**src/rtl/ln_lod.sv**
```systemverilog
// ln_lod: two-stage leading-one detector for the ln datapath.
// S1 finds the highest set bit inside each SEG_W-wide segment of F;
// S2 picks the highest non-empty segment and forms the bit index, the
// one-hot mask and the zero flag. Both stages share one enable so the
// pipeline behaves as a single elastic unit under backpressure.
// DATA_W must be an integer multiple of SEG_W.
module ln_lod #(
  parameter int DATA_W = 32,
  parameter int SEG_W  = 8
) (
  input  logic              clk,
  input  logic              rst,
  input  logic              in_valid,
  output logic              in_ready,
  input  logic [DATA_W-1:0] in_data,
  output logic              out_valid,
  input  logic              out_ready,
  output logic [DATA_W-1:0] out_F,
  output logic [DATA_W-1:0] out_one_hot,
  output logic [DATA_W-1:0] out_w,
  output logic              out_zero
);

  localparam int NSEG = DATA_W / SEG_W;
  localparam int LW   = (SEG_W > 1) ? $clog2(SEG_W) : 1;

  // Pipeline enable: advance whenever the output slot is empty or being drained.
  logic en;
  assign en       = out_ready || !out_valid;
  assign in_ready = en;

  // ---------------------------------------------------------------------------
  // Stage 1: per-segment any-set flag and local index of the highest set bit
  // ---------------------------------------------------------------------------
  logic                      s1_valid_q;
  logic [DATA_W-1:0]         s1_f_q;
  logic [NSEG-1:0]           s1_any_d, s1_any_q;
  logic [NSEG-1:0][LW-1:0]   s1_loc_d, s1_loc_q;

  // Segment search: ascending bit scan so the last hit is the highest set bit.
  always_comb begin
    // NOTE: every combinational output gets a default first so no path leaves it unassigned (no latch).
    s1_any_d = '0;
    s1_loc_d = '0;
    for (int s = 0; s < NSEG; s++) begin
      for (int b = 0; b < SEG_W; b++) begin
        if (in_data[s*SEG_W + b]) begin
          s1_any_d[s] = 1'b1;
          s1_loc_d[s] = LW'(b);
        end
      end
    end
  end

  // S1 register: capture operand and segment results when the pipeline moves.
  always_ff @(posedge clk) begin
    // NOTE: state registers use non-blocking assignments so every flop samples pre-edge values.
    if (rst) begin
      s1_valid_q <= 1'b0;
      // NOTE: data registers are reset as well so bubbles never carry X into later stages.
      s1_f_q     <= '0;
      s1_any_q   <= '0;
      s1_loc_q   <= '0;
    end else if (en) begin
      s1_valid_q <= in_valid;
      s1_f_q     <= in_data;
      s1_any_q   <= s1_any_d;
      s1_loc_q   <= s1_loc_d;
    end
  end

  // ---------------------------------------------------------------------------
  // Stage 2: select highest non-empty segment, build index / mask / zero flag
  // ---------------------------------------------------------------------------
  logic              s2_valid_q;
  logic [DATA_W-1:0] s2_f_q;
  logic [DATA_W-1:0] s2_w_d, s2_w_q;
  logic [DATA_W-1:0] s2_one_hot_d, s2_one_hot_q;
  logic              s2_hit;
  logic              s2_zero_q;

  // Segment select: ascending scan keeps the highest-numbered non-empty segment.
  always_comb begin
    s2_w_d = '0;
    s2_hit = 1'b0;
    for (int s = 0; s < NSEG; s++) begin
      if (s1_any_q[s]) begin
        s2_hit = 1'b1;
        s2_w_d = DATA_W'(s * SEG_W) + DATA_W'(s1_loc_q[s]);
      end
    end
    // A zero operand must produce an all-zero mask, not bit 0.
    s2_one_hot_d = s2_hit ? (DATA_W'(1) << s2_w_d) : '0;
  end

  // S2 register: these flops drive the outputs directly.
  always_ff @(posedge clk) begin
    if (rst) begin
      s2_valid_q   <= 1'b0;
      s2_f_q       <= '0;
      s2_w_q       <= '0;
      s2_one_hot_q <= '0;
      s2_zero_q    <= 1'b0;
    end else if (en) begin
      s2_valid_q   <= s1_valid_q;
      s2_f_q       <= s1_f_q;
      s2_w_q       <= s2_w_d;
      s2_one_hot_q <= s2_one_hot_d;
      s2_zero_q    <= !s2_hit;
    end
  end

  assign out_valid   = s2_valid_q;
  assign out_F       = s2_f_q;
  assign out_w       = s2_w_q;
  assign out_one_hot = s2_one_hot_q;
  assign out_zero    = s2_zero_q;

endmodule

```
**config.mk**
```make
export PLATFORM = sky130hd
export DESIGN_NAME = ln_lod
export DESIGN_NICKNAME = d
export VERILOG_FILES = /design/src/rtl/ln_lod.sv
export SDC_FILE = /design/constraint.sdc
export NUM_CORES = 1
export LEC_CHECK = 0
export CORE_AREA = 2 2 102 104
export CTS_BUF_LIST = sky130_fd_sc_hd__clkbuf_8 sky130_fd_sc_hd__clkbuf_16
export DETAILED_ROUTE_END_ITERATION = 7
export DIE_AREA = 0 0 104 106
export GPL_TIMING_DRIVEN = 0
export PLACE_DENSITY = 0.82
export SLEW_MARGIN = 20
export SYNTH_ARGS = -nofsm -noshare
export SYNTH_HDL_FRONTEND = slang
export SYNTH_SLANG_ARGS = --single-unit
export TNS_END_PERCENT = 10
```
**constraint.sdc**
```tcl
create_clock -name clk -period 1.7 [get_ports clk]
set_clock_uncertainty 0.05 [all_clocks]
set_input_delay 0.425 -clock clk [delete_from_list [all_inputs] [get_ports clk]]
set_output_delay 0.425 -clock clk [all_outputs]
set_load 0.005 [all_outputs]
```
==> metrics.yaml, run 1 <==
finalSetupViolations: 5
drtAntennaViolNets: 0
cp-start-kind: "register"
switchingPower_mw: 1.67
dr.first_iter.drc_count: 252
synth_edf_count: 0
dr.pass1.iters: 5
async_flop_share_pct: 0
clock-sinks: 120
hold_viol: 0
die_y_um: 106
cp-endpoint: "in_ready"
cp_cell_sequence: "and2b_2 > inv_4 > clkbuf_16 > buf_6"
synth_cells: 564
cts_max_level: 4
sw_frac_of_total_pct: 23.4
regToRegEndpoint: "out_one_hot[4]"
rsz0062_at_grt: "true"
final_max_slew_viol_count: 0
antenna_found_initial: 0
status: "finished, violations left"
crit_path_max_incr_delay_ns: 0.32
seqPwrFrac_pct: 42.6
hp-start: "out_one_hot[10]"
routed_wl_mm: 12.9
port_buffers: 107
p_leak_nw: 2.99
arrival_ns: 1.36
via_per_inst: 5.12
grt_use_total_pct: 23.0
chipWidth_um: 104
drc: 0
critPathMaxFanout: 2
synthDistinctLibCells: 38
maxSlewHeadroom_pct: 63.0
maxCapViolCount: 0
clk-insertion-delay-late_ns: 0.52
finalNetCount: 759
p_total_mw: 7.13
path_class: "reg -> out"
cp.depth: 4
cp-end-kind: "primary output"
vias: 4461
syn_to_final_growth_pct: 44.1
synth_area_leaders: "dfxtp_1, nand2_1, a21oi_1"
cts_tree: "yes"
placedCellCount: 833
ir_worst_vdd_mv: 0.591
clockBufferDepth: 2
cts_buffers: 17
worst_slew_pin_slew_ns: 0.555
p_int_mw: 5.46
synth_top_area_share_pct: 52.7
fin_crit_sh_pct: 108
grt_pass1_wl_mm: 20.1
ys_warn_count: 0
syn-cell-area_sq_um: 4560
powerDensity_nw_per_um2: 1090
drive_gt1_share_pct: 15.1
violations: "setup timing"
synth_area_leader_cell: "dfxtp_1"
hold_path.class: "reg -> reg"
wl_per_cell_um: 14.7
synth_top_flop_cell: "dfxtp_1"
ys_ff_latch: 120
cts_root_buf: "clkbuf_8"
grt_max_degree: 17
path_clk_slew_ns: 0.06
place_congestion: 0.898
fmax_mhz: 546
critPathBufInv: 3
rr_worst_depth: 6
worst-r2r-setup-slack_ns: -0.02
grt_pass1_vias: 4177
pin_count: 135
rows: 37
cp-startpoint: "out_valid"
clkPwrFrac_pct: 47.3
p_comb_share_pct: 10.1
mostFrequentLayoutCell: "nand2_1"
fin_crit_ns: 1.83
fp.coreArea_sq_um: 10000
r2r-start: "out_valid"
final_cell_mix: "nand2_1, dfxtp_1, a21oi_1, dlygate4sd2_1, buf_4"
critPathRequiredTime_ns: 1.22
slowest_stage: "dfxtp_2"
holdBufCountCts: 0
avgSynthCellArea_sq_um: 8.08
final-instance-count-excl-fill: 872
insertedDiodeCount: 0
initial_utilization_pct: 45.6
crit_family: "flip-flops"
die-area_sq_um: 11000
synth.yosys.seq_area_share_pct: 52.7
final_core_util_pct: 65.7
dpl.hpwl_mm: 8.82
setup_ws_ns: -0.133
grt-ovfl-total: 0
-- registers in the layout (all words and copies together) (netlist names) --
signal       count
out_F           32
out_one_hot     32
s1_f_q          32
s1_loc_q        12
out_w            5
s1_any_q         4
out_valid        1
out_zero         1
s1_valid_q       1
-- worst reg2reg max path: stages, from the launching register on --
cell      delay (ns)
dfxtp_2         0.32
and2b_2         0.22
buf_4           0.14
buf_2           0.20
nor2_1          0.24
nand4b_1        0.24
o21ai_0         0.23
-- routing by layer --
metal,part of all wire (%),track usage (%),wire (um),up-vias
met3,6.3,5.27,807,35
met4,2.7,12.4,342,0
met1,40,26.1,5150,2071
li1,-,-,-,2145
met2,51,40.1,6550,210
met5,0,0,0,-
-- power by group through the flow --
stage / clock network [mW] / logic (mW) / registers, mW
detailed placement: 0 / 0.682 / 3.09
global route: 3.51 / 0.781 / 3.05
global placement: 0 / 0.664 / 3.09
floorplan: 0 / 0.354 / 3.08
CTS: 3.38 / 0.662 / 3.03
finish: 3.37 / 0.717 / 3.04
-- worst min path at each step --
stage | to | slack (ns) | cells after the start
floorplan | s1_f_q[0] | 0.38 | 2
global placement | out_one_hot[15] | 0.39 | 2
detailed placement | out_one_hot[10] | 0.39 | 2
CTS | out_one_hot[10] | 0.40 | 2
global route | out_F[28] | 0.41 | 2
finish | out_one_hot[10] | 0.39 | 2
-- cell families (layout without fill, tap and decap cells) --
group	after synthesis	in the layout	share of synthesized area (%)
AO/OA/AOI/OAI	134	134	16.8
buffers and inverters	68	214	8.24
AND/OR/NAND/NOR	241	241	22.1
flip-flops	120	120	52.7
other	1	27	0.0823
-- cell type report --
type | count | area [sq um]
multi-input combinational | 402 | 1960
sequential | 120 | 2410
clock inverter | 12 | 109
tap | 136 | 170
clock buffer | 20 | 455
timing repair buffer | 114 | 1030
inverter | 8 | 32.5
buffer | 60 | 397
fill | 824 | 3430
-- repair_timing --
item	in CTS	in global routing
pin swaps	0	4
setup endpoints to repair	107	106
setup buffers	3	4
resized for setup	98	32
gates cloned	0	0
-- stage by stage --
stage	instance area, sq um	worst slack [ns]	setup TNS (ns)	hold WS [ns]
final	6570	-0.133	-0.185	0.394
after global routing	6570	-0.157	-1.51	0.412
after CTS	6450	-0.136	-0.179	0.397
after detailed placement	5900	-1.11	-60.05	0.392
after global placement	5900	-1.09	-55.55	0.386
after floorplan	4650	0.163	0	0.382
-- Yosys cell counts, types with 3 or more instances --
cell type  number
nand3_1        11
nand2b_1        8
nand2_1       164
buf_2           6
or3_1           3
o221a_2         3
a211oi_1        8
nor2_1         28
o21ai_1         8
nor4_1          4
buf_1           4
buf_4          28
nand3b_1        3
nor3_1         12
inv_1           7
o21ai_0        27
clkbuf_1       21
a21oi_1        72
dfxtp_1       120
o21bai_1        4
Note: power is estimated with default switching activity, not from simulation.
==> run 2: changes to the inputs <==
--- a/config.mk
+++ b/config.mk
@@ -7,6 +7,7 @@
 export LEC_CHECK = 0
 export CORE_AREA = 2 2 102 104
 export CTS_BUF_LIST = sky130_fd_sc_hd__clkbuf_8 sky130_fd_sc_hd__clkbuf_16
+export CTS_CLUSTER_SIZE = 14
 export DETAILED_ROUTE_END_ITERATION = 7
 export DIE_AREA = 0 0 104 106
 export GPL_TIMING_DRIVEN = 0
==> results of run 2 <==
Same layout as run 1: the final DEF is identical, and so are final timing and power.
==> run 3: changes to the inputs <==
--- a/config.mk
+++ b/config.mk
@@ -7,6 +7,7 @@
 export LEC_CHECK = 0
 export CORE_AREA = 2 2 102 104
 export CTS_BUF_LIST = sky130_fd_sc_hd__clkbuf_8 sky130_fd_sc_hd__clkbuf_16
+export CTS_CLUSTER_DIAMETER = 100
 export CTS_CLUSTER_SIZE = 14
 export DETAILED_ROUTE_END_ITERATION = 7
 export DIE_AREA = 0 0 104 106
==> results of run 3 <==
Same layout as run 1: the final DEF is identical, and so are final timing and power.
